[config.mk]
export PLATFORM = sky130hd
export DESIGN_NAME = wb_stage_pipe_flat
export DESIGN_NICKNAME = d
export VERILOG_FILES = /design/src/rtl/wb_stage_pipe_if.sv /design/src/rtl/wb_stage_pipe.sv /design/src/flat_wrapper.sv
export SDC_FILE = /design/constraint.sdc
export NUM_CORES = 1
export LEC_CHECK = 0
export ABC_AREA = 1
export BUFFER_PORTS_ARGS = -buffer_cell sky130_fd_sc_hd__buf_2
export CAP_MARGIN = 20
export CELL_PAD_IN_SITES_DETAIL_PLACEMENT = 2
export CELL_PAD_IN_SITES_GLOBAL_PLACEMENT = 2
export CORE_ASPECT_RATIO = 2
export CORE_MARGIN = 1
export CORE_UTILIZATION = 29
export CTS_BUF_LIST = sky130_fd_sc_hd__clkbuf_4 sky130_fd_sc_hd__clkbuf_8
export DETAILED_ROUTE_END_ITERATION = 7
export GPL_TIMING_DRIVEN = 0
export PLACE_DENSITY_LB_ADDON = 0.1
export REMOVE_ABC_BUFFERS = 1
export SLEW_MARGIN = 20
export SYNTH_ARGS = -nofsm -noshare
export SYNTH_HDL_FRONTEND = slang
export SYNTH_SLANG_ARGS = --single-unit
[constraint.sdc]
create_clock -name clk -period 4.85 [get_ports clk]
set_input_delay 0.97 -clock clk [delete_from_list [all_inputs] [get_ports clk]]
set_output_delay 0.97 -clock clk [all_outputs]
set_load 0.05 [all_outputs]
[src/rtl/wb_stage_pipe_if.sv]
// Bundle of handshake, load-format, memory-response and register-file write signals for wb_stage_pipe.
// The misalign_o signal exists only when WB_MISALIGN_CHK_EN is defined.
interface wb_stage_pipe_if #(
   parameter int XLEN   = 32,
   parameter int REG_AW = 5,
   parameter int OFF_W  = $clog2(XLEN/8)
);
   logic              in_valid_i;
   logic              in_ready_o;
   logic              reg_write_i;
   logic              is_load_i;
   logic [2:0]        ld_fmt_i;
   logic [REG_AW-1:0] rd_i;
   logic [XLEN-1:0]   alu_data_i;
   logic [OFF_W-1:0]  addr_off_i;
   logic              dmem_valid_i;
   logic [XLEN-1:0]   dmem_data_i;
   logic              rf_we_o;
   logic [REG_AW-1:0] rf_waddr_o;
   logic [XLEN-1:0]   w_data_o;
   logic              busy_o;
   logic              timeout_o;
`ifdef WB_MISALIGN_CHK_EN
   logic              misalign_o;
`endif

   // Upstream stage, data memory and register file together form the master side.
   modport master (
      output in_valid_i, reg_write_i, is_load_i, ld_fmt_i, rd_i, alu_data_i,
             addr_off_i, dmem_valid_i, dmem_data_i,
`ifdef WB_MISALIGN_CHK_EN
      input  misalign_o,
`endif
      input  in_ready_o, rf_we_o, rf_waddr_o, w_data_o, busy_o, timeout_o
   );

   modport slave (
      input  in_valid_i, reg_write_i, is_load_i, ld_fmt_i, rd_i, alu_data_i,
             addr_off_i, dmem_valid_i, dmem_data_i,
`ifdef WB_MISALIGN_CHK_EN
      output misalign_o,
`endif
      output in_ready_o, rf_we_o, rf_waddr_o, w_data_o, busy_o, timeout_o
   );
endinterface

[src/rtl/wb_stage_pipe.sv]
// Writeback stage: passes ALU results, waits for and extracts/extends load data, with a load watchdog.
// Optional: define WB_MISALIGN_CHK_EN to drop misaligned loads and pulse misalign_o.
module wb_stage_pipe #(
   parameter int XLEN        = 32,
   parameter int REG_AW      = 5,
   parameter int MEM_TIMEOUT = 15
) (
   input logic            clk,
   input logic            rst,
   wb_stage_pipe_if.slave bus
);
   localparam int OFF_W = $clog2(XLEN/8);

   typedef enum logic [1:0] {IDLE, WAIT_MEM, WRITE} state_t;

   state_t            state;
   state_t            state_next;
   logic              accept;
   logic              mem_hit;
   logic              tmo_hit;
   logic              misaligned;
   logic [7:0]        tmo_cnt;
   logic [REG_AW-1:0] rd_q;
   logic              we_q;
   logic [2:0]        fmt_q;
   logic [OFF_W-1:0]  off_q;
   logic [XLEN-1:0]   shifted;
   logic [XLEN-1:0]   left;
   logic [7:0]        sh_amt;
   logic [XLEN-1:0]   ld_data;

   assign accept        = bus.in_valid_i & (state == IDLE);
   assign bus.in_ready_o = (state == IDLE);
   assign bus.busy_o     = (state != IDLE);
   assign mem_hit       = (state == WAIT_MEM) & bus.dmem_valid_i;
   // A response arriving in the last allowed cycle takes priority over the abort.
   assign tmo_hit       = (state == WAIT_MEM) & ~bus.dmem_valid_i & (tmo_cnt == 8'(MEM_TIMEOUT-1));
   assign bus.timeout_o  = tmo_hit;

`ifdef WB_MISALIGN_CHK_EN
   logic [2:0] align_mask;
   always_comb begin
      align_mask = 3'd0;
      case (bus.ld_fmt_i[1:0])
         2'b01:   align_mask = 3'd1;
         2'b10:   align_mask = 3'd3;
         2'b11:   align_mask = (XLEN == 64) ? 3'd7 : 3'd3;
         default: align_mask = 3'd0;
      endcase
   end
   assign misaligned = |(OFF_W'(align_mask) & bus.addr_off_i);
`else
   assign misaligned = 1'b0;
`endif

   always_ff @(posedge clk or posedge rst) begin
      if (rst) state <= IDLE;
      else     state <= state_next;
   end

   always_comb begin
      state_next = state;
      case (state)
         IDLE: begin
            if (accept) begin
               if (!bus.is_load_i)  state_next = WRITE;
               else if (!misaligned) state_next = WAIT_MEM;
            end
         end
         WAIT_MEM: begin
            if (mem_hit)      state_next = WRITE;
            else if (tmo_hit) state_next = IDLE;
         end
         WRITE:   state_next = IDLE;
         default: state_next = IDLE;
      endcase
   end

   // Shift the field down to bit 0, push it to the top, then shift back arithmetically or logically.
   always_comb begin
      shifted = bus.dmem_data_i >> {off_q, 3'b000};
      case (fmt_q[1:0])
         2'b00:   sh_amt = 8'(XLEN-8);
         2'b01:   sh_amt = 8'(XLEN-16);
         2'b10:   sh_amt = 8'(XLEN-32);
         default: sh_amt = 8'd0;
      endcase
      left = shifted << sh_amt;
      if (fmt_q[2]) ld_data = left >> sh_amt;
      else          ld_data = $signed(left) >>> sh_amt;
   end

   always_ff @(posedge clk or posedge rst) begin
      if (rst) begin
         rd_q           <= '0;
         we_q           <= 1'b0;
         fmt_q          <= 3'd0;
         off_q          <= '0;
         tmo_cnt        <= 8'd0;
         bus.rf_we_o    <= 1'b0;
         bus.rf_waddr_o <= '0;
         bus.w_data_o   <= '0;
`ifdef WB_MISALIGN_CHK_EN
         bus.misalign_o <= 1'b0;
`endif
      end else begin
         bus.rf_we_o <= 1'b0;
`ifdef WB_MISALIGN_CHK_EN
         bus.misalign_o <= accept & bus.is_load_i & misaligned;
`endif
         if (accept) begin
            rd_q    <= bus.rd_i;
            we_q    <= bus.reg_write_i;
            fmt_q   <= bus.ld_fmt_i;
            off_q   <= bus.addr_off_i;
            tmo_cnt <= 8'd0;
            if (!bus.is_load_i) begin
               bus.rf_we_o    <= bus.reg_write_i & (bus.rd_i != '0);
               bus.rf_waddr_o <= bus.rd_i;
               bus.w_data_o   <= bus.alu_data_i;
            end
         end else if (state == WAIT_MEM) begin
            if (mem_hit) begin
               bus.rf_we_o    <= we_q & (rd_q != '0);
               bus.rf_waddr_o <= rd_q;
               bus.w_data_o   <= ld_data;
            end else begin
               tmo_cnt <= tmo_cnt + 8'd1;
            end
         end
      end
   end
endmodule

[src/flat_wrapper.sv]
// flat-port wrapper written by rule: the top's interface ports become plain ports
module wb_stage_pipe_flat 
#(
   parameter int XLEN        = 32,
   parameter int REG_AW      = 5,
   parameter int MEM_TIMEOUT = 15
)
  (clk, rst, bus_in_valid_i, bus_reg_write_i, bus_is_load_i, bus_ld_fmt_i, bus_rd_i, bus_alu_data_i, bus_addr_off_i, bus_dmem_valid_i, bus_dmem_data_i, bus_in_ready_o, bus_rf_we_o, bus_rf_waddr_o, bus_w_data_o, bus_busy_o, bus_timeout_o);
  wb_stage_pipe_if #(.XLEN(XLEN), .REG_AW(REG_AW)) bus_i ();
  input logic clk;
  input logic rst;
  input wire logic [$bits(bus_i.in_valid_i)-1:0] bus_in_valid_i;
  input wire logic [$bits(bus_i.reg_write_i)-1:0] bus_reg_write_i;
  input wire logic [$bits(bus_i.is_load_i)-1:0] bus_is_load_i;
  input wire logic [$bits(bus_i.ld_fmt_i)-1:0] bus_ld_fmt_i;
  input wire logic [$bits(bus_i.rd_i)-1:0] bus_rd_i;
  input wire logic [$bits(bus_i.alu_data_i)-1:0] bus_alu_data_i;
  input wire logic [$bits(bus_i.addr_off_i)-1:0] bus_addr_off_i;
  input wire logic [$bits(bus_i.dmem_valid_i)-1:0] bus_dmem_valid_i;
  input wire logic [$bits(bus_i.dmem_data_i)-1:0] bus_dmem_data_i;
  output wire logic [$bits(bus_i.in_ready_o)-1:0] bus_in_ready_o;
  output wire logic [$bits(bus_i.rf_we_o)-1:0] bus_rf_we_o;
  output wire logic [$bits(bus_i.rf_waddr_o)-1:0] bus_rf_waddr_o;
  output wire logic [$bits(bus_i.w_data_o)-1:0] bus_w_data_o;
  output wire logic [$bits(bus_i.busy_o)-1:0] bus_busy_o;
  output wire logic [$bits(bus_i.timeout_o)-1:0] bus_timeout_o;
  assign bus_i.in_valid_i = bus_in_valid_i;
  assign bus_i.reg_write_i = bus_reg_write_i;
  assign bus_i.is_load_i = bus_is_load_i;
  assign bus_i.ld_fmt_i = bus_ld_fmt_i;
  assign bus_i.rd_i = bus_rd_i;
  assign bus_i.alu_data_i = bus_alu_data_i;
  assign bus_i.addr_off_i = bus_addr_off_i;
  assign bus_i.dmem_valid_i = bus_dmem_valid_i;
  assign bus_i.dmem_data_i = bus_dmem_data_i;
  assign bus_in_ready_o = bus_i.in_ready_o;
  assign bus_rf_we_o = bus_i.rf_we_o;
  assign bus_rf_waddr_o = bus_i.rf_waddr_o;
  assign bus_w_data_o = bus_i.w_data_o;
  assign bus_busy_o = bus_i.busy_o;
  assign bus_timeout_o = bus_i.timeout_o;
  wb_stage_pipe #(.XLEN(XLEN), .REG_AW(REG_AW), .MEM_TIMEOUT(MEM_TIMEOUT)) u_core (.clk(clk), .rst(rst), .bus(bus_i));
endmodule
# Word-level counts from Yosys, hierarchy flattened
# Cells that the tools add are included.
# W data, S select, Z words.
totals:
  in_bits: 80
  regBits: 59
  out_inout_bits: 41
  wordCells: 60
classes:
  reduce_logical: 10
  n_mux: 22
  addsub: 1
  n_bitwise: 7
  eq_ne: 7
  shifts: 4
ops:
  columns: ["operator", "count"]
  rows:
  - ["$mux W32", 5]
  - ["$shr A32 B5 Y32", 2]
  - ["$shl A32 B5 Y32", 1]
  - ["$sshr A32 B5 Y32", 1]
  - ["$mux W8", 3]
  - ["$mux W5", 4]
  - ["$pmux W5 S2", 1]
  - ["$reduce_bool A5 Y1", 2]
  - ["$add A8 B1 Y8 const B", 1]
  - ["$eq A8 B4 Y1 const B", 1]
  - ["$mux W2", 4]
  - ["$and A1 B1 Y1", 6]
  - ["$reduce_bool A2 Y1", 3]
  - ["$eq A2 B1 Y1 const B", 2]
  - ["$logic_not A2 Y1", 2]
  - ["$mux W1", 4]
  - ["$ne A2 B1 Y1 const B", 2]
  - ["$pmux W2 S2", 1]
  - ["$reduce_and A2 Y1", 2]
  - ["$ne A3 B2 Y1 const B", 1]
  - ["$reduce_and A3 Y1", 1]
  - ["$ne A2 B2 Y1 const B", 1]
  - ["$not A1 Y1", 1]

# Longest topological paths before layout
depth:
  depth_word: 8
  ltp_mapped: 11
  mapped_depth_nobuf: 9

# Worst setup path after synthesis
# Ideal clock, no wire load.
synth_timing:
  path_kind: "input -> output"
  start: "input port bus_dmem_valid_i"
  end: "output port bus_timeout_o"
  path_slack_ns: 1.100
  t_required_ns: 3.880
  path_stages: 3
  arrival_time_ns: 2.780
  path_buffers: 0
  cell_sequence: "inv_1 -> nand3_1 -> nor4_1"
synth_via:
  elab_chain_len: 3
synth_rtl:
  columns: ["item", "line", "text"]
  rows:
  - ["start: declaration", "flat_wrapper.sv:19", "input wire logic [$bits(bus_i.dmem_valid_i)-1:0] bus_dmem_valid_i;"]
  - ["$not A1 Y1", "wb_stage_pipe.sv:37", "assign tmo_hit = (state == WAIT_MEM) & ~bus.dmem_valid_i & (tmo_cnt == 8'(MEM_TIMEOUT-1));"]
  - ["$and A1 B1 Y1 (2 in series)", "wb_stage_pipe.sv:37", null]
  - ["end: declaration", "flat_wrapper.sv:26", "output wire logic [$bits(bus_i.timeout_o)-1:0] bus_timeout_o;"]
# No other way between the ends.

# Worst setup path in the final report
# Same ends and word-level chain as after synthesis.

==> summary.md <==
| Metric | Value |
|---|---|
| Vias per Instance | `4.971` |
| Port Buf Inserts | `120` |
| WL met1 | `4695 um` |
| H-tree level count | `3` |
| Antenna Diode Count | `0` |
| Launching element type of the critical path | `primary input` |
| Post-DRT Antenna Nets | `0` |
| Initial DRC count | `106` |
| Largest net degree at the start of global routing | `just over 50` |
| Hold Vio Cnt, Final | `0` |
| Arrival time at the worst endpoint | `2280 ps` |
| Mean Syn Cell Area | `between 6 and 7 um2` |
| Setup WS pre-CTS | `around 1600 ps` |
| Final setup viols | `0` |
| Worst Path Class, Setup | `in -> out` |
| Cell-internal power | `1.252 mW` |
| Core Box Area | `0.01170 mm2` |
| Area grow syn2layout | `23.94%` |
| Avg WL per Cell | `16.52 um` |
| Die area | `approximately 0.013 mm2` |
| TNS Setup | `0 ps` |
| Final GP Congestion | `about 0.76` |
| Unrepaired setup endpoints after global routing | `no` |
| Num rows | `56` |
| Fmax | `0.3079 GHz` |
| Most frequent cells in the layout | `nand2_1 (155), buf_2 (120), nor2_1 (75), dfrtp_1 (58), a21oi_1 (50)` |
| Post-CTS setup buffer count | `0` |
| Die width | `79.65 um` |
| Share of cells above drive strength 1 | `25.61%` |
| Reg2Reg Capture Point | `u_core.bus.w_data_o[8]` |
| Hold_ws | `~500 ps` |
| Synthesized flop and latch total | `59` |
| Clk buf depth | `2` |
| Commonest non-fill, non-tap cell in the layout | `nand2_1` |
| HP Start | `u_core.bus.w_data_o[10]` |
| Clock Pin Slew Worst Setup and Hold Paths | `80 ps` |
| Worst-Skew Late Latency | `350 ps` |
| TritonCTS clock tree | `done` |
| Crit path time final | `3248 ps` |
| Combinational share of power | `52.1%` |
| DR pass1 iterations | `4` |
| Final net count | `690` |
| Met3 WL | `about 470 um` |
| Starting Density | `about 30%` |
| Req. time, crit path | `3880 ps` |
| FF-to-FF Start | `u_core.off_q[1]` |
| Die Height | `157.3 um` |
| Slew @ Worst Pin | `891.9 ps` |
| Post-CTS sizing | `0` |
| Worst slew margin | `40.45%` |
| R2R Setup Slk | `~2600 ps` |
| Final WL | `12530 um` |
| DRC errors left | `0` |
| Sw Pwr | `approximately 1.4 mW` |
| Mapped Area | `0.003497 mm2` |
| Max Slew Vio Count | `0` |
| Hold EP | `u_core.bus.w_data_o[10]` |
| Synth warnings | `0` |
| Vias in the first global route | `approximately 4000` |
| Vias | `3768` |
| Placed cell area | `~0.0041 mm2` |
| Synth cell types | `31` |
| Detail Route met2 WL | `7133 um` |
| Top routing layer in use | `met4` |
| Setup ws final | `1602 ps` |
| Antenna violations before repair | `0` |
| Clk pwr share | `17.2%` |
| First-pass GRT wire length | `around 20000 um` |
| Worst Hold Depth | `2` |
| Worst IR drop on VDD | `0.2425 mV` |
| Detail Placement HPWL | `roughly 9400 um` |
| IO Count | `121` |
| Num CTS Buffers | `9` |
| Post-Syn Instances | `504` |
| Crit. End Element | `output port` |
| Grt ovf | `0` |
| GRT Total Usage | `about a fifth` |
| Root Buffer | `clkbuf_8` |
| Clock Sinks | `59` |
| Power Total | `2.687 mW` |
| Period Utilization, post-route | `66.96%` |
| Hold Crit Class | `reg -> reg` |
| Crit path max fanout | `6` |
| Post-route cell area | `0.004334 mm2` |
| Sequential power share | `a little under a third` |
| Maxcap violations | `0` |
| R2R depth | `7` |
| CTS Hold Bufs | `0` |
| Status | `finished, final reports clean` |
| Sw frac | `around 53%` |
| Clock skew | `around 8.1 ps` |
| PD cells | `620.0 mW/mm2` |
| Sequential share of the synthesized area | `42.22%` |
| Leak pwr | `2.240 nW` |
==> flip-flops by register name, summed over array words and instances, names as in the netlist <==
signal	cells
u_core.we_q	1
u_core.bus.rf_waddr_o	5
u_core.bus.rf_we_o	1
u_core.rd_q	5
u_core.bus.w_data_o	32
u_core.state	2
u_core.tmo_cnt	8
u_core.fmt_q	3
u_core.off_q	2
==> worst max-delay path, stage by stage <==
cell     delay, ps
buf_2          100
inv_1           80
nand3_1        240
nor4_1         520
buf_2          360
==> power by group through the flow <==
stage | clock network [mW] | registers, mW | logic [mW]
floorplan | 0 | 1.35 | 0.490
global placement | 0 | 0.822 | 1.38
detailed placement | 0 | 0.834 | 1.42
CTS | 0.481 | 0.827 | 1.43
global route | 0.501 | 0.846 | 1.53
finish | 0.463 | 0.823 | 1.40
==> synth_stat cells, drive strengths merged <==
cell type | count | area, um2
nand2 | 160 | 623.1
o21ai | 45 | 225.2
o31ai | 1 | 7.510
o211ai | 3 | 22.52
buf | 26 | 162.7
and2 | 1 | 6.260
a21oi | 51 | 266.5
nand3 | 20 | 115.1
nand4 | 4 | 25.02
dfrtp | 59 | 1476
clkbuf | 2 | 7.510
nor2 | 78 | 305.3
nand3b | 1 | 7.510
o22ai | 1 | 6.260
nor3 | 8 | 40.04
ha | 2 | 25.02
a41oi | 1 | 8.760
inv | 37 | 141.4
a31oi | 1 | 6.260
nor4 | 3 | 18.77
==> per-stage QoR <==
stage | utilization, % | cells
final | 37.04 | 758
after global routing | 37.04 | 758
after CTS | 37.03 | 758
after detailed placement | 35.31 | 742
after global placement | 35.12 | 741
after floorplan | - | 476
==> layer usage <==
layer	track usage, %	vias to the layer above
met5	0	-
met4	6.667	0
met3	4.174	14
met2	40.33	77
met1	22.42	1854
li1	-	1823
==> worst max-delay path by stage <==
| stage | startpoint | endpoint | slack (ps) | cells after the start |
|---|---|---|---|---|
| 2_1_floorplan | bus_dmem_valid_i | bus_timeout_o | 1100 | 3 |
| 3_3_place_gp | rst | u_core.bus.w_data_o[15] | 1440 | 2 |
| 3_5_place_dp | bus_dmem_valid_i | bus_timeout_o | 1620 | 5 |
| 4_1_cts | bus_dmem_valid_i | bus_timeout_o | 1620 | 5 |
| 5_1_grt | bus_dmem_valid_i | bus_timeout_o | 1550 | 5 |
| 6_report | bus_dmem_valid_i | bus_timeout_o | 1600 | 5 |
==> cell type report <==
type / count / area, um2
fill: 1461 / 7367
multi-input combinational: 380 / 1709
sequential: 59 / 1478
timing repair buffer: 121 / 620.6
tap: 145 / 181.4
inverter: 37 / 143.9
clock buffer: 9 / 123.9
clock inverter: 7 / 77.57
==> cells by family after synthesis <==
group	synth area share, %
simple gates	32.63
compound gates	15.53
buf+inv	8.909
flops	42.22
fa+ha+maj	0.7154
(Power assumes the default switching activity.)
